--- src/rtl/runway_pkg.sv ---
// Shared types for the runway scheduler: FSM states, wind encodings and a
// small helper used to size the shared timer.
package runway_pkg;

   typedef enum logic [1:0] {
      IDLE = 2'd0,
      OCC  = 2'd1,
      GAP  = 2'd2
   } state_t;

   typedef enum logic [1:0] {
      CALM = 2'b00,
      RTL  = 2'b01,
      LTR  = 2'b10,
      GUST = 2'b11
   } wind_t;

   function automatic int maxInt(input int a, input int b);
      return (a > b) ? a : b;
   endfunction

endpackage

--- src/rtl/runway_timer.sv ---
// Loadable down-counter with a terminal-count flag; saturates at zero
// instead of wrapping so an idle timer stays harmlessly at terminal.
module runway_timer #(
   parameter int W = 5
) (
   input  logic         clk,
   input  logic         reset,
   input  logic         i_load,
   input  logic [W-1:0] i_loadValue,
   input  logic         i_enable,
   output logic         o_terminal
);

   logic [W-1:0] r_count;

   always_ff @(posedge clk or posedge reset) begin
      if (reset) begin
         r_count <= '0;
      end else if (i_load) begin
         r_count <= i_loadValue;
      end else if (i_enable && (r_count != '0)) begin
         r_count <= r_count - W'(1);
      end
   end

   assign o_terminal = (r_count == '0);

endmodule

--- src/rtl/runway_sched.sv ---
// Single-runway scheduler: round-robin grant between landing and takeoff,
// occupancy watchdog, and a fixed separation gap after every use.
module runway_sched
   import runway_pkg::*;
#(
   parameter int OCC_CYCLES = 16,
   parameter int GAP_CYCLES = 4
) (
   input  logic       clk,
   input  logic       reset,
   input  logic       req_land,
   input  logic       req_takeoff,
   input  logic [1:0] wind,
   input  logic       done,
   output logic       grant_land,
   output logic       grant_takeoff,
   output logic       busy,
   output logic [1:0] w_out,
   output logic       timeout
);

   localparam int CNT_W = $clog2(maxInt(OCC_CYCLES, GAP_CYCLES) + 1);
   localparam logic [CNT_W-1:0] OCC_LOAD = CNT_W'(OCC_CYCLES - 1);
   localparam logic [CNT_W-1:0] GAP_LOAD = CNT_W'(GAP_CYCLES - 1);

   state_t           r_state;
   state_t           w_nextState;
   logic             r_grantLand;
   logic             r_grantTakeoff;
   logic             r_busy;
   logic             r_timeout;
   logic             r_lastLand;
   logic [1:0]       r_wOut;
   logic             w_grantLand;
   logic             w_grantTakeoff;
   logic             w_timeout;
   logic             w_pickLand;
   logic             w_load;
   logic             w_enable;
   logic             w_terminal;
   logic [CNT_W-1:0] w_loadValue;

   // Landing wins when it is alone or when takeoff was served last.
   assign w_pickLand = req_land && (!req_takeoff || !r_lastLand);

   runway_timer #(.W(CNT_W)) u_timer (
      .clk         (clk),
      .reset       (reset),
      .i_load      (w_load),
      .i_loadValue (w_loadValue),
      .i_enable    (w_enable),
      .o_terminal  (w_terminal)
   );

   always_ff @(posedge clk or posedge reset) begin
      if (reset) begin
         r_state <= IDLE;
      end else begin
         r_state <= w_nextState;
      end
   end

   always_comb begin
      w_nextState    = r_state;
      w_grantLand    = r_grantLand;
      w_grantTakeoff = r_grantTakeoff;
      w_timeout      = 1'b0;
      w_load         = 1'b0;
      w_loadValue    = '0;
      w_enable       = 1'b0;
      case (r_state)
         IDLE: begin
            w_grantLand    = 1'b0;
            w_grantTakeoff = 1'b0;
            if ((wind != GUST) && (req_land || req_takeoff)) begin
               w_nextState    = OCC;
               w_grantLand    = w_pickLand;
               w_grantTakeoff = !w_pickLand;
               w_load         = 1'b1;
               w_loadValue    = OCC_LOAD;
            end
         end
         OCC: begin
            // A done arriving on the terminal cycle still counts as a clean exit.
            if (done || w_terminal) begin
               w_nextState    = GAP;
               w_grantLand    = 1'b0;
               w_grantTakeoff = 1'b0;
               w_timeout      = !done;
               w_load         = 1'b1;
               w_loadValue    = GAP_LOAD;
            end else begin
               w_enable = 1'b1;
            end
         end
         GAP: begin
            w_grantLand    = 1'b0;
            w_grantTakeoff = 1'b0;
            if (w_terminal) begin
               w_nextState = IDLE;
            end else begin
               w_enable = 1'b1;
            end
         end
         default: begin
            w_nextState    = IDLE;
            w_grantLand    = 1'b0;
            w_grantTakeoff = 1'b0;
         end
      endcase
   end

   // Wind tracks the sensor only while idle, so the light pattern stays fixed for a whole runway use.
   always_ff @(posedge clk or posedge reset) begin
      if (reset) begin
         r_grantLand    <= 1'b0;
         r_grantTakeoff <= 1'b0;
         r_busy         <= 1'b0;
         r_timeout      <= 1'b0;
         r_wOut         <= CALM;
         r_lastLand     <= 1'b0;
      end else begin
         r_grantLand    <= w_grantLand;
         r_grantTakeoff <= w_grantTakeoff;
         r_busy         <= (w_nextState != IDLE);
         r_timeout      <= w_timeout;
         if (r_state == IDLE) begin
            r_wOut <= wind;
         end
         if ((r_state == IDLE) && (w_nextState == OCC)) begin
            r_lastLand <= w_pickLand;
         end
      end
   end

   assign grant_land    = r_grantLand;
   assign grant_takeoff = r_grantTakeoff;
   assign busy          = r_busy;
   assign w_out         = r_wOut;
   assign timeout       = r_timeout;

endmodule

--- config.mk ---
export PLATFORM = sky130hd
export DESIGN_NAME = runway_sched
export DESIGN_NICKNAME = d
export VERILOG_FILES = /design/src/rtl/runway_pkg.sv /design/src/rtl/runway_timer.sv /design/src/rtl/runway_sched.sv
export SDC_FILE = /design/constraint.sdc
export NUM_CORES = 1
export LEC_CHECK = 0
export ABC_AREA = 1
export CORE_UTILIZATION = 48
export CTS_CLUSTER_DIAMETER = 80
export CTS_CLUSTER_SIZE = 8
export DETAILED_ROUTE_END_ITERATION = 16
export PLACE_DENSITY = 0.8
export SLEW_MARGIN = 40
export SYNTH_ARGS = -nofsm -noshare
export SYNTH_HDL_FRONTEND = slang
export SYNTH_SLANG_ARGS = --single-unit
--- constraint.sdc ---
create_clock -name clk -period 2.7 [get_ports clk]
set_clock_uncertainty 0.2 [all_clocks]
set_input_delay 0.675 -clock clk [delete_from_list [all_inputs] [get_ports clk]]
set_output_delay 0.675 -clock clk [all_outputs]
set_load 0.005 [all_outputs]
==> results.md, run 1 <==
Outcome:
- The flow ran to the end, and the final reports show no timing, DRC or antenna violations.

Logic synthesis:
- The post-synth design cell area is 892.1 um2.
- In the synthesized netlist, the number of instances is 111.
- The total of warnings raised by yosys is 0.
- The synthesized area divided by synthesized cell count is 8.037 um2.
- The number of distinct library cell variants in the gate-level netlist after synthesis is 22.
- Of the synthesized area, sequential elements account for 39.27%.
- The fraction of post-synthesis cell area in the top cell type by area is 39.27%.
- The number of nets in the synthesized netlist is 124.
- The cell type contributing the most total cell area after synthesis is sky130_fd_sc_hd__dfrtp_1.
- The post-synthesis sequential element count is 14.
- Yosys attributes the largest share of cell area to sky130_fd_sc_hd__dfrtp_1 39%, sky130_fd_sc_hd__nand2_1 12%, sky130_fd_sc_hd__ha_1 8.4%.

Placed design:
- Summing all placed instances gives a cell area of 1039 um2.
- The wire-length estimate of the detail-placed layout is 1174 um.
- Once placement completed, the tool counted placed cells totaling 147.
- The post-placement setup slack is 531.3 ps.
- At the end of routability-driven placement, the weighted congestion stood at 0.8267.
- The port buffer count is 12.

Clocking:
- CTS placed an instance of sky130_fd_sc_hd__clkbuf_4 at the clock tree root.
- The number of gates resized after CTS is 0.
- The clock sink count is 14.
- After clock tree synthesis, the clock-pin slew on the worst setup and hold paths is 90 ps.
- After clock tree synthesis, the flow added hold-fix buffers numbering 0.
- The number of clock buffers added by TritonCTS is 3.
- The clock passes through at most 2 buffers.
- The number of setup buffers added after CTS is 0.
- For the worst-skew pair, the clock arrives at the later sink with an insertion delay of 280 ps.
- In this run the number of H-tree levels came out at 1.
- TritonCTS built the clock tree.

Final layout:
- Measured on the finished design, the core utilization comes to 62.25%.
- The share of final-layout standard cells stronger than drive strength 1 is 15.87%.
- The final-layout fill cell count is 159.
- The count of cells in the finished layout, fillers not included, comes to 151.
- The cell area after layout is 1075 um2.
- The diode insertion count for antenna repair is 0.
- For this run, the post-layout net count is 140.
- Compared with the post-synthesis result, the final layout area differs by 20.48%.

GRT:
- After global routing, the most crowded layer is met2.
- Global routing consumed, on the met3 layer, 4.400% of the routing resources.
- The via count of the first global-routing pass is 601.
- The total overflow left after global routing is 0.
- The largest net degree at the start of global routing is 15.
- Global routing consumed, on the met1 layer, 23.54% of the routing resources.
- The initial antenna violation count is 0.
- The met2 routing resource usage after global routing is 25.80%.
- The overall fraction of global-route tracks in use is 17.23%.
- The wire length of the first global-routing pass is 2504 um.

STA:
- The number of setup violations in the final report is 0.
- The hold violation count in the final report is 0.
- The tightest slew margin relative to the limit is 64.77%.
- The shortest period the worst path allows is 2011 ps.
- The count of pins over their slew limit is 0.
- Across all setup checks in the final design, the least slack found is 689.0 ps.
- The post-route worst hold slack is 279.4 ps.
- Setup repair after global routing left no endpoint under its margin.
- The final setup TNS is 0 ps.
- For this run, the top clock speed supported by timing is 497.3 MHz.
- For the pin with the worst max-slew slack, the measured transition is 527.9 ps.
- The final worst-path cycle share is 74.48%.

Worst setup path:
- The class of the most critical setup path is reg -> out.
- The number of buffers and inverters on the critical path is 1.
- The family with the most delay on the worst path is buffers and inverters.
- The worst setup path is captured at an output port.
- Among all stages on the critical path, the largest delay is contributed by sky130_fd_sc_hd__clkdlybuf4s50_1.
- The largest stage delay on the critical path is 500 ps.
- STA puts the critical path data arrival time at 1140 ps.
- The worst setup path is launched from a register.
- The signal on the critical path passes through clkdlybuf4s50_1.
- The peak fanout along the critical path is 2.
- At the worst endpoint, the required time is 1820 ps.

Drt:
- The final routed wire length divided by cell count is 9.629 um.
- The average vias per placed instance is 4.656.
- The pre-antenna-repair detailed-routing pass consisted of 4 iterations.
- The number of vias in the routed layout is 703.
- The DRC violation count after routing is 0.
- The initial detailed-routing violation count is 20.
- Wires add up to 1454 um.
- The final antenna-violating net count is 0.

Pwr:
- The proportion of power drawn by flip-flops and latches is 32.3%.
- The highest ir drop seen on vdd is 629.5 uV.
- The leakage dissipation is 0.5820 nW.
- The analysis attributes to net switching a power of 0.4847 mW.
- The clock network burns 13.8% of the power.
- Per report_power, the combinational group accounts for 53.9% of the total.
- Power spread over the standard cell area amounts to 1050 nW/um2.
- The design internal power is 0.6434 mW.
- The total design power is 1.128 mW.
- The net switching share of the total power is 42.96%.

Floorplanning:
- The die is 45.11 um wide.
- 13 I/O pins were placed.
- The chip height is 45.11 um.
- The floorplan die area is 2035 um2.
- In this run the core area contains 15 standard-cell rows.
- The initial standard-cell utilization of the core is 51.67%.
- The core footprint is 1727 um2.

Run:
- Across the run, the number of max-cap violations was 0.

Min path:
- The kind of path behind the tightest hold check is reg -> reg.
-- Yosys cell counts (all sizes together) --
cell and number:
nor3 1, o21bai 1, a21oi 4, ha 6
o21a 1, nand3 10, dfrtp 14, xor2 1
xnor2 2, buf 1, inv 20, nand2 34
o21ai 7, nor2 9
-- final cells by class --
class / instances / area (um2) / share of cell area, %
flip-flops and latches: 14 / 350.3 / 32.60
clock buffers: 4 / 36.28 / 3.376
well taps: 25 / 31.28 / 2.910
repair buffers: 12 / 120.1 / 11.18
multi-input cells: 76 / 459.2 / 42.72
inverters: 20 / 77.57 / 7.218
-- logic make-up (layout without fill, tap and decap cells) --
family / after synthesis / after routing / share of synthesized area [%]
AND/OR/NAND/NOR: 54 / 54 / 31.41
adder cells (fa/ha/maj): 6 / 6 / 8.415
buffers and inverters: 21 / 36 / 9.256
flip-flops: 14 / 14 / 39.27
AO/OA/AOI/OAI: 13 / 13 / 8.695
XOR/XNOR: 3 / 3 / 2.946
-- power by group through the flow --
| stage | clock [mW] | combinational, mW | sequential [mW] |
|---|---|---|---|
| floorplan | 0 | 0.460 | 0.362 |
| global placement | 0 | 0.601 | 0.364 |
| detailed placement | 0 | 0.613 | 0.368 |
| CTS | 0.158 | 0.616 | 0.365 |
| global route | 0.164 | 0.693 | 0.375 |
| finish | 0.156 | 0.608 | 0.365 |
-- cells in the final DEF, fill, tap and decap left out, types with 2 or more instances in the layout --
| master | instances |
|---|---|
| sky130_fd_sc_hd__nor2_1 | 6 |
| sky130_fd_sc_hd__nor2_2 | 2 |
| sky130_fd_sc_hd__inv_2 | 4 |
| sky130_fd_sc_hd__nand2_1 | 29 |
| sky130_fd_sc_hd__clkbuf_4 | 3 |
| sky130_fd_sc_hd__nand3_1 | 9 |
| sky130_fd_sc_hd__nand2_4 | 5 |
| sky130_fd_sc_hd__a21oi_1 | 4 |
| sky130_fd_sc_hd__xnor2_1 | 2 |
| sky130_fd_sc_hd__ha_1 | 6 |
| sky130_fd_sc_hd__clkdlybuf4s50_1 | 12 |
| sky130_fd_sc_hd__dfrtp_1 | 14 |
| sky130_fd_sc_hd__inv_1 | 15 |
| sky130_fd_sc_hd__o21ai_1 | 5 |
-- flip-flops by register name, summed over array words and instances (netlist names) --
signal,count
busy,1
grant_land,1
grant_takeoff,1
r_lastLand,1
r_state,2
timeout,1
u_timer.r_count,5
w_out,2
-- worst paths after layout --
| kind | cells past startpoint | from | end | slack (ps) |
|---|---|---|---|---|
| worst max-delay path | 1 | grant_land | grant_land | 690 |
| worst min-delay path | 2 | w_out[0] | w_out[0] | 280 |
| worst max register to register | 11 | r_state[1] | u_timer.r_count[2] | 860 |
| worst min register to register | 2 | w_out[0] | w_out[0] | 280 |
| max in group asynchronous | 2 | reset | r_lastLand | 1440 |
| min in group asynchronous | 2 | reset | u_timer.r_count[0] | 520 |
-- layer usage --
metal  share of wire [%]  up-vias
met4                 1.4        0
li1                    -      370
met2                  47       11
met3                 3.8        2
met1                  47      320
met5                   0        -
(Power assumes the default switching activity.)
==> run 2: changes to the inputs <==
Clock period 2.7 ns to 2.1 ns, I/O delays scaled along.
==> run 2 against run 1 <==
Compared with the run above:
- register-to-register slack got worse by 610 ps
- critical path depth unchanged
- worst setup slack worse by 450 ps
- global-route usage up 1.6 points
- sequential power rose by 29%
- count of clock-buffer cells in the layout is the same
- die area did not move
- sequential cell count unchanged
- non-clock buffer count is the same
- critical path type unchanged
- highest routed layer unchanged
==> results.md, run 2 (synthesis results as in run 1) <==
Outcome:
- The run finished with clean final reports.

Clocking:
- The clock transition time at the flip-flop clock pins of the worst setup and hold paths was 90 ps (about the same).
- The clock sink count was 14 (unchanged).
- The number of buffers created by CTS is 3 (unchanged).
- The number of gates resized after CTS is 0 (unchanged).
- The maximum level of the CTS H-tree was 1 (unchanged).
- TritonCTS built the clock tree.
- The insertion delay of the later-clocked pin in the worst-skew pair is 280 ps (about the same).
- The number of setup buffers added after CTS is 0 (unchanged).
- The clock root buffer is sky130_fd_sc_hd__clkbuf_4.
- The number of buffers on the longest clock path is 2 (unchanged).
- The number of hold buffers added after cts is 0 (unchanged).

Final layout:
- The commonest non-fill, non-tap cell in the layout is sky130_fd_sc_hd__nand2_1.
- The number of flip-flops in the largest register is 5 (unchanged).
- In the layout the commonest cells are 29 x sky130_fd_sc_hd__nand2_1, 15 x sky130_fd_sc_hd__inv_1, 14 x sky130_fd_sc_hd__dfrtp_1.
- The post-synthesis to final-layout area growth is 20.48% (unchanged).
- The share of final-layout standard cells stronger than drive strength 1 is 15.87% (unchanged).
- More flip-flops sit in one register than any other, and that register is u_timer.r_count.
- The number of nets in the final layout is 140 (unchanged).
- The diode insertion count for antenna repair is 0 (unchanged).

GRT:
- The initial antenna violation count is 0 (unchanged).
- The via count of the first global-routing pass is 644 (+7.2%).
- The overall fraction of global-route tracks in use was 18.82% (+1.6 points).
- The total global routing overflow is 0 (unchanged).
- The wire length of the first global-routing pass is 2677 um (+6.9%).
- The largest net degree at the start of global routing came to 15 (unchanged).

Floorplanning:
- The number of standard-cell rows in the floorplan is 15 (unchanged).
- The floorplan die area is 2035 um2 (unchanged).
- The core footprint is 1727 um2 (unchanged).
- The initial standard-cell utilization of the core is 51.67% (unchanged).
- The floorplan die width is 45.11 um (unchanged).
- The total I/O pin count is 13 (unchanged).
- The chip height is 45.11 um (unchanged).

Drt:
- The DRC violation count after routing is 0 (unchanged).
- The number of search-and-repair iterations in the first detailed-routing pass came to 5 (+1).
- The average vias per placed instance was 4.788 (+2.8%).
- The initial detailed-routing violation count is 14 (-30%).
- The total routed wirelength is 1538 um (+5.8%).
- The number of vias in the routed layout came to 723 (+2.8%).
- The final antenna-violating net count is 0 (unchanged).
- The final routed wire length divided by cell count is 10.19 um (+5.8%).

Run:
- The max-cap violation count is 0 (unchanged).

Placed design:
- The placer's final routability congestion estimate was 0.8267 (unchanged).
- The port buffer count is 12 (unchanged).
- The total half-perimeter wirelength after legalization and detailed placement is 1211 um (+3.1%).

STA:
- Setup repair after global routing left no endpoint under its margin.
- The fmax is 537.2 MHz.
- The count of pins over their slew limit is 0 (unchanged).
- The tightest slew margin relative to the limit is 64.57% (-0.20 points).
- Of the available clock period, the critical path in the final layout requires 88.65%.
- The number of setup violations in the final report was 0 (unchanged).
- The actual slew at the worst max-slew pin came to 530.9 ps (+3.006 ps).
- The final setup TNS is 0 ps (unchanged).
- The hold violation count in the final report is 0 (unchanged).
- For the finished layout, the period the worst path requires is 1862 ps.

Pwr:
- The highest ir drop seen on vdd is 871.9 uV (+39%).
- The total design power was 1.456 mW (+29%).
- The power per standard cell area is 1355 nW/um2 (+29%).
- The leakage dissipation was 0.5820 nW (unchanged).

Worst setup path:
- The worst path arrival time is 1140 ps (about the same).
- The kind of launch point of the worst setup path is a register.
- The peak fanout along the critical path came to 2 (unchanged).
- The setup slack of the most critical reg-to-reg path came to 250 ps (-610 ps).
- The family with the most delay on the worst path is buffers and inverters.
- The signal on the critical path passes through clkdlybuf4s50_1.
- The number of buffers and inverters on the critical path is 1 (unchanged).
- By startpoint and endpoint, the worst setup path is classified as reg -> out.
- The slowest stage of the critical path belongs to the cell sky130_fd_sc_hd__clkdlybuf4s50_1.
- The worst endpoint required time is 1370 ps (-450 ps).
- The largest stage delay on the critical path is 500 ps (about the same).
- The kind of end point of the critical path is an output port.

Min path:
- The path class of the tightest hold or removal check is reg -> reg.
-- run 2: cell counts in the layout (fill, tap and decap cells not counted) --
No cell type changed its count.
-- run 2: path summary, 6_finish.rpt --
kind | start | endpoint | cells past startpoint
worst max-delay path | grant_land | grant_land | 1
worst min-delay path | w_out[1] | w_out[1] | 2
worst max register to register | r_state[1] | r_lastLand | 10
worst min register to register | w_out[1] | w_out[1] | 2
max in group asynchronous | reset | timeout | 2
min in group asynchronous | reset | r_state[1] | 2
-- run 2: through the flow --
stage          instance area (um2)  setup WS (ps)  instances  utilization [%]  hold slack (ps)
3_3_place_gp                  1039          143.7        147            60.14            256.1
3_5_place_dp                  1039          76.86        147            60.14            260.9
6_report                      1075          238.4        151            62.25            281.8
5_1_grt                       1075          58.72        151            62.25            310.7
2_1_floorplan                892.1          452.1        111                -            214.2
4_1_cts                       1075          225.9        151            62.25            285.3
-- run 2: layout make-up --
type | count | area (um2)
sequential | 14 | 350.3
inverter | 20 | 77.57
clock buffer | 4 | 36.28
multi-input combinational | 76 | 459.2
timing repair buffer | 12 | 120.1
tap | 25 | 31.28
fill | 157 | 651.9
-- run 2: metal layers --
metal	vias to the layer above	wire, um	part of all wire, %	GRT usage (%)
met5	-	0	0	0
li1	371	-	-	-
met3	6	74	4.8	5.200
met2	17	712	46	26.67
met4	0	44	2.9	12.12
met1	329	707	46	25.06
-- run 2: report_power, final --
group | total [mW] | switching (mW) | internal, mW
clock network | 0.195 | 0.0899 | 0.106
registers | 0.470 | 0.0847 | 0.385
logic | 0.791 | 0.454 | 0.337
total | 1.46 | 0.629 | 0.827
==> patch 1 (settings of run 2) <==
Remove the register `r_timeout`: a continuous assignment takes its place, so the output `timeout` follows one clock earlier.
--- a/src/rtl/runway_sched.sv
+++ b/src/rtl/runway_sched.sv
@@ -118,3 +118,2 @@
          r_busy         <= 1'b0;
-         r_timeout      <= 1'b0;
          r_wOut         <= CALM;
@@ -125,3 +124,2 @@
          r_busy         <= (w_nextState != IDLE);
-         r_timeout      <= w_timeout;
          if (r_state == IDLE) begin
@@ -135,2 +133,4 @@
 
+   assign r_timeout = w_timeout;
+
    assign grant_land    = r_grantLand;
Formal check against the unedited RTL: no difference found for any inputs over 10 cycles, from zero or initial values and one cycle with reset high; that may be too few to reach the edited logic, so the function may still have changed.
==> patch 1 against run 2 <==
- sequential cell count is 1 lower
- synthesized area is 5.9% lower
- synthesized cell count is 12% lower
- global-route usage is 1.9 points higher
- worst setup slack worse by 0.19 ns
- clock power is 20% lower
- routed wire length is 4.2% higher
- power is 5.9% lower
- cell area is 3.3% higher
- core utilization is 8.2 points higher
==> patch 1: results (changes against run 2) <==
Slew HR - 64.8% (+0.21 points)
Top delay family on crit path - flip-flops
All-Layer GR Usage - 20.7% (+1.9 points)
Synth top cells by count - nand2_1 (26), dfrtp_1 (13), inv_1 (12), nand3_1 (12), ha_1 (6)
first-pass GRT wire length - 2.85 mm (+6.4%)
Hold Crit Class - flip-flop to flip-flop
unique cell type count in the Yosys netlist - 22 (unchanged)
RePlAce Congestion - 0.826 (about the same)
post-synthesis sequential area ratio - 38.7% (-0.52 points)
Reg with most FFs - u_timer.r_count
initial antenna violation count - 0 (unchanged)
# fillers - 123 (-22%)
share of cells above drive strength 1 - 29.9% (+14 points)
DP Worst Slack - -0.349 ns (-0.426 ns)
First DRT Iteration DRCs - 17 (+3)
drt via density - 5.00 (+4.4%)
Max clock buf depth - 2 (unchanged)
Net Count, Synth - 111 (-10%)
share of flip-flops with an asynchronous set or reset - 100% (unchanged)
post-DP HPWL - 1.30 mm (+7.5%)
largest cells by area after synthesis - dfrtp_1 (39%), nand2_1 (12%), ha_1 (8.9%)
status - finished clean
area leader, netlist - dfrtp_1
largest net degree at the start of global routing - 14 (-1)
Root Driver - clkbuf_4
# nets final - 141 (+0.71%)
final WL - 1.60 mm (+4.2%)
WP data arrival - 1.32 ns (+0.18 ns)
leak pwr - 0.605 nW (+4.0%)
CP max stage cell - dfrtp_1
Syn Area/Cell - 8.57 um^2 (+6.6%)
Worst VDD drop - 0.723 mV (-17%)
largest stage delay on the critical path - 0.39 ns (-0.11 ns)
Routed wire per std cell - 11.2 um (+10%)
drt first pass iters - 8 (+3)
vias in the first global route - 682 (+5.9%)
patch 1: changes by cell type after synthesis, moves of 2 or more:
cell / before / now
nor2_1: 6 / 2
a21oi_1: 4 / 1
nand2_2: 0 / 3
nor2_4: 0 / 2
nand2_4: 5 / 3
nand2_1: 29 / 26
inv_1: 15 / 12
nand3_1: 9 / 12
xnor2_1: 2 / 0
o21ai_1: 5 / 2
patch 1: logic make-up after synthesis:
family / Yosys count / synth area share [%]
and+or+nand+nor: 55 / 35.8
buffers and inverters: 16 / 8.79
DFF: 13 / 38.7
AOI/OAI and AO/OA: 6 / 5.66
adders and majority gates: 6 / 8.94
xor gates and xnor gates: 2 / 2.09
patch 1: per-stage QoR:
stage	cell area, um^2	TNS, ns
after detailed placement	1070	-0.349
after CTS	1110	-0.00405
after global routing	1110	-0.0478
after global placement	1070	-0.242
final	1110	0
after floorplan	840	0
patch 1: final timing paths:
kind                                                  endpoint  cells past startpoint                           start  slack, ns
worst max-delay path                                   timeout                      7  u_timer.r_count[0]$_DFFE_PP0P_       0.05
worst min-delay path                    r_lastLand$_DFFE_PP0P_                      2          r_lastLand$_DFFE_PP0P_       0.28
worst max register to register  u_timer.r_count[3]$_DFFE_PP0P_                     13  u_timer.r_count[0]$_DFFE_PP0P_       0.29
worst min register to register          r_lastLand$_DFFE_PP0P_                      2          r_lastLand$_DFFE_PP0P_       0.28
max in group asynchronous                       busy$_DFF_PP0_                      2                           reset       0.97
min in group asynchronous       u_timer.r_count[4]$_DFFE_PP0P_                      2                           reset       0.38
patch 1: area by class of cell:
type	instances	share of cell area [%]
Sequential cell	13	29.3
Clock buffer	4	2.37
Timing Repair Buffer	25	19.2
Multi-Input combinational cell	69	40.7
Tap cell	16	1.80
Inverter	16	6.65
patch 1: power by group:
group / total [mW] / switching, mW / internal [mW]
sequential: 0.422 / 0.0667 / 0.355
combinational: 0.792 / 0.420 / 0.372
clock: 0.156 / 0.0828 / 0.0736
patch 1: tightest hold or removal path, delay by kind of cell, from the launching register on:
| kind | cells | cell delay, ns |
|---|---|---|
| AND/OR/NAND/NOR | 2 | 0.10 |
| flip-flops | 1 | 0.35 |
patch 1: metal layers:
metal  part of all wire, %  track usage, %  vias to the layer above
met1                    46            26.8                      332
met5                     0               0                        -
met3                   3.2            3.75                        2
li1                      -               -                      366
met4                  0.56            9.38                        0
met2                    50            33.4                       15
patch 1: timing repair:
item                                    CTS  global route
resized for setup                         6             2
buffers inserted                          1             0
endpoints found under the setup margin    1             1
pin swaps                                 1             1
==> patch 2 (settings of run 2) <==
Without the edit above. Set the parameter `OCC_CYCLES` to 8 (it was 16).
--- a/src/rtl/runway_sched.sv
+++ b/src/rtl/runway_sched.sv
@@ -5,3 +5,3 @@
 #(
-   parameter int OCC_CYCLES = 16,
+   parameter int OCC_CYCLES = 8,
    parameter int GAP_CYCLES = 4
Check against the original RTL: not equivalent (Yosys sat finds a counterexample within 10 cycles, from zero or initial values and one cycle with reset high).
==> patch 2 against run 2 <==
- hold slack improved by 0.0086 ns
- cell area fell by 12%
- synthesized area fell by 13%
- largest cell class unchanged
- power fell by 21%
- sequential cell count fell by 1
- worst setup slack improved by 0.0037 ns
- non-clock buffer count did not move
- routed wire length fell by 13%
==> patch 2: results (changes against run 2) <==
All-Layer GR Usage - 17.2% (-1.6 points)
Vias - 585 (-19%)
CTS buffer count - 3 (unchanged)
Worst VDD drop - 0.820 mV (-6.0%)
drt first pass iters - 4 (-1)
Synth top cells by count - nand2_1 (26), inv_1 (15), dfrtp_1 (13), nand3_1 (6)
mux share of post-synthesis cell area - 1.45% (+1.4 points)
first-pass GRT wire length - 2.20 mm (-18%)
Slew HR - 66.9% (+2.4 points)
share of flip-flops with an asynchronous set or reset - 100% (unchanged)
adder-cell share of the synthesized area - 8.05% (-0.36 points)
area post-placement - 917 um^2 (-12%)
vias in the first global route - 521 (-19%)
Synth Area in XOR/XNOR - 2.25% (-0.69 points)
complex-gate fraction of the synthesized area - 4.03% (-4.7 points)
Cells after DPL - 120 (-18%)
met2 usage - 24.9% (-1.7 points)
max reg flops - 4 (-1)
RePlAce Congestion - 0.787 (-4.8%)
Syn Inst Count - 92 (-17%)
DP Worst Slack - 0.0580 ns (-0.0189 ns)
post-DP HPWL - 1.02 mm (-15%)
largest cells by area after synthesis - dfrtp_1 (42%), nand2_1 (13%), ha_1 (8.1%)
status - finished clean
post-synthesis sequential area ratio - 41.9% (+2.6 points)
drt via density - 4.72 (-1.5%)
share of cells above drive strength 1 - 18.5% (+2.6 points)
Routed wire per std cell - 10.8 um (+6.3%)
largest net degree at the start of global routing - 14 (-1)
P per Cell Area - 1220 mW/mm^2 (-10%)
Net Count, Synth - 104 (-16%)
leak pwr - 0.536 nW (-8.0%)
grt met3 use - 3.88% (-1.3 points)
# fillers - 130 (-17%)
GR Layer Usage met1 - 23.7% (-1.3 points)
First DRT Iteration DRCs - 8 (-6)
## patch 2: worst paths after layout
path                       slack [ns]                    from  cells past startpoint                             end
max                              0.24  grant_land$_DFFE_PP0P_                      1                      grant_land
min                              0.29    w_out[0]$_DFFE_PP0P_                      2            w_out[0]$_DFFE_PP0P_
max reg2reg                      0.37    r_state[0]$_DFF_PP0_                      9          r_lastLand$_DFFE_PP0P_
min reg2reg                      0.29    w_out[0]$_DFFE_PP0P_                      2            w_out[0]$_DFFE_PP0P_
max in group asynchronous        1.01                   reset                      2            r_state[0]$_DFF_PP0_
min in group asynchronous        0.36                   reset                      2  u_timer.r_count[2]$_DFFE_PP0P_
## patch 2: layout make-up
cell class | count | share of cell area [%]
clock buffer | 3 | 2.38
sequential | 13 | 34.4
clock inverter | 1 | 0.530
tap | 16 | 2.12
inverter | 17 | 7.02
multi-input combinational | 62 | 40.8
timing repair buffer | 12 | 12.7
## patch 2: worst min-delay path, stage by stage, from the launching register on
cell,delay [ns]
dfrtp_1,0.35
nand2_1,0.05
nand2_1,0.06
## patch 2: where the power goes
part           internal (mW)  leakage [nW]  switching (mW)
clock                 0.0707        0.0177          0.0916
sequential             0.336         0.160          0.0544
combinational          0.264         0.358           0.335
total                  0.670         0.536           0.481
## patch 2: routing by layer
metal / share of wire [%] / vias up / wire length (um)
met1: 49 / 258 / 664
li1: - / 311 / -
met3: 4.1 / 4 / 55
met4: 2.2 / 0 / 29
met5: 0 / - / 0
met2: 44 / 12 / 594
## patch 2: cells by family after synthesis
group | after synthesis
AO/OA/AOI/OAI | 5
multiplexers | 1
XOR/XNOR | 2
adder cells (fa/ha/maj) | 5
flip-flops | 13
AND/OR/NAND/NOR | 49
buffers and inverters | 17
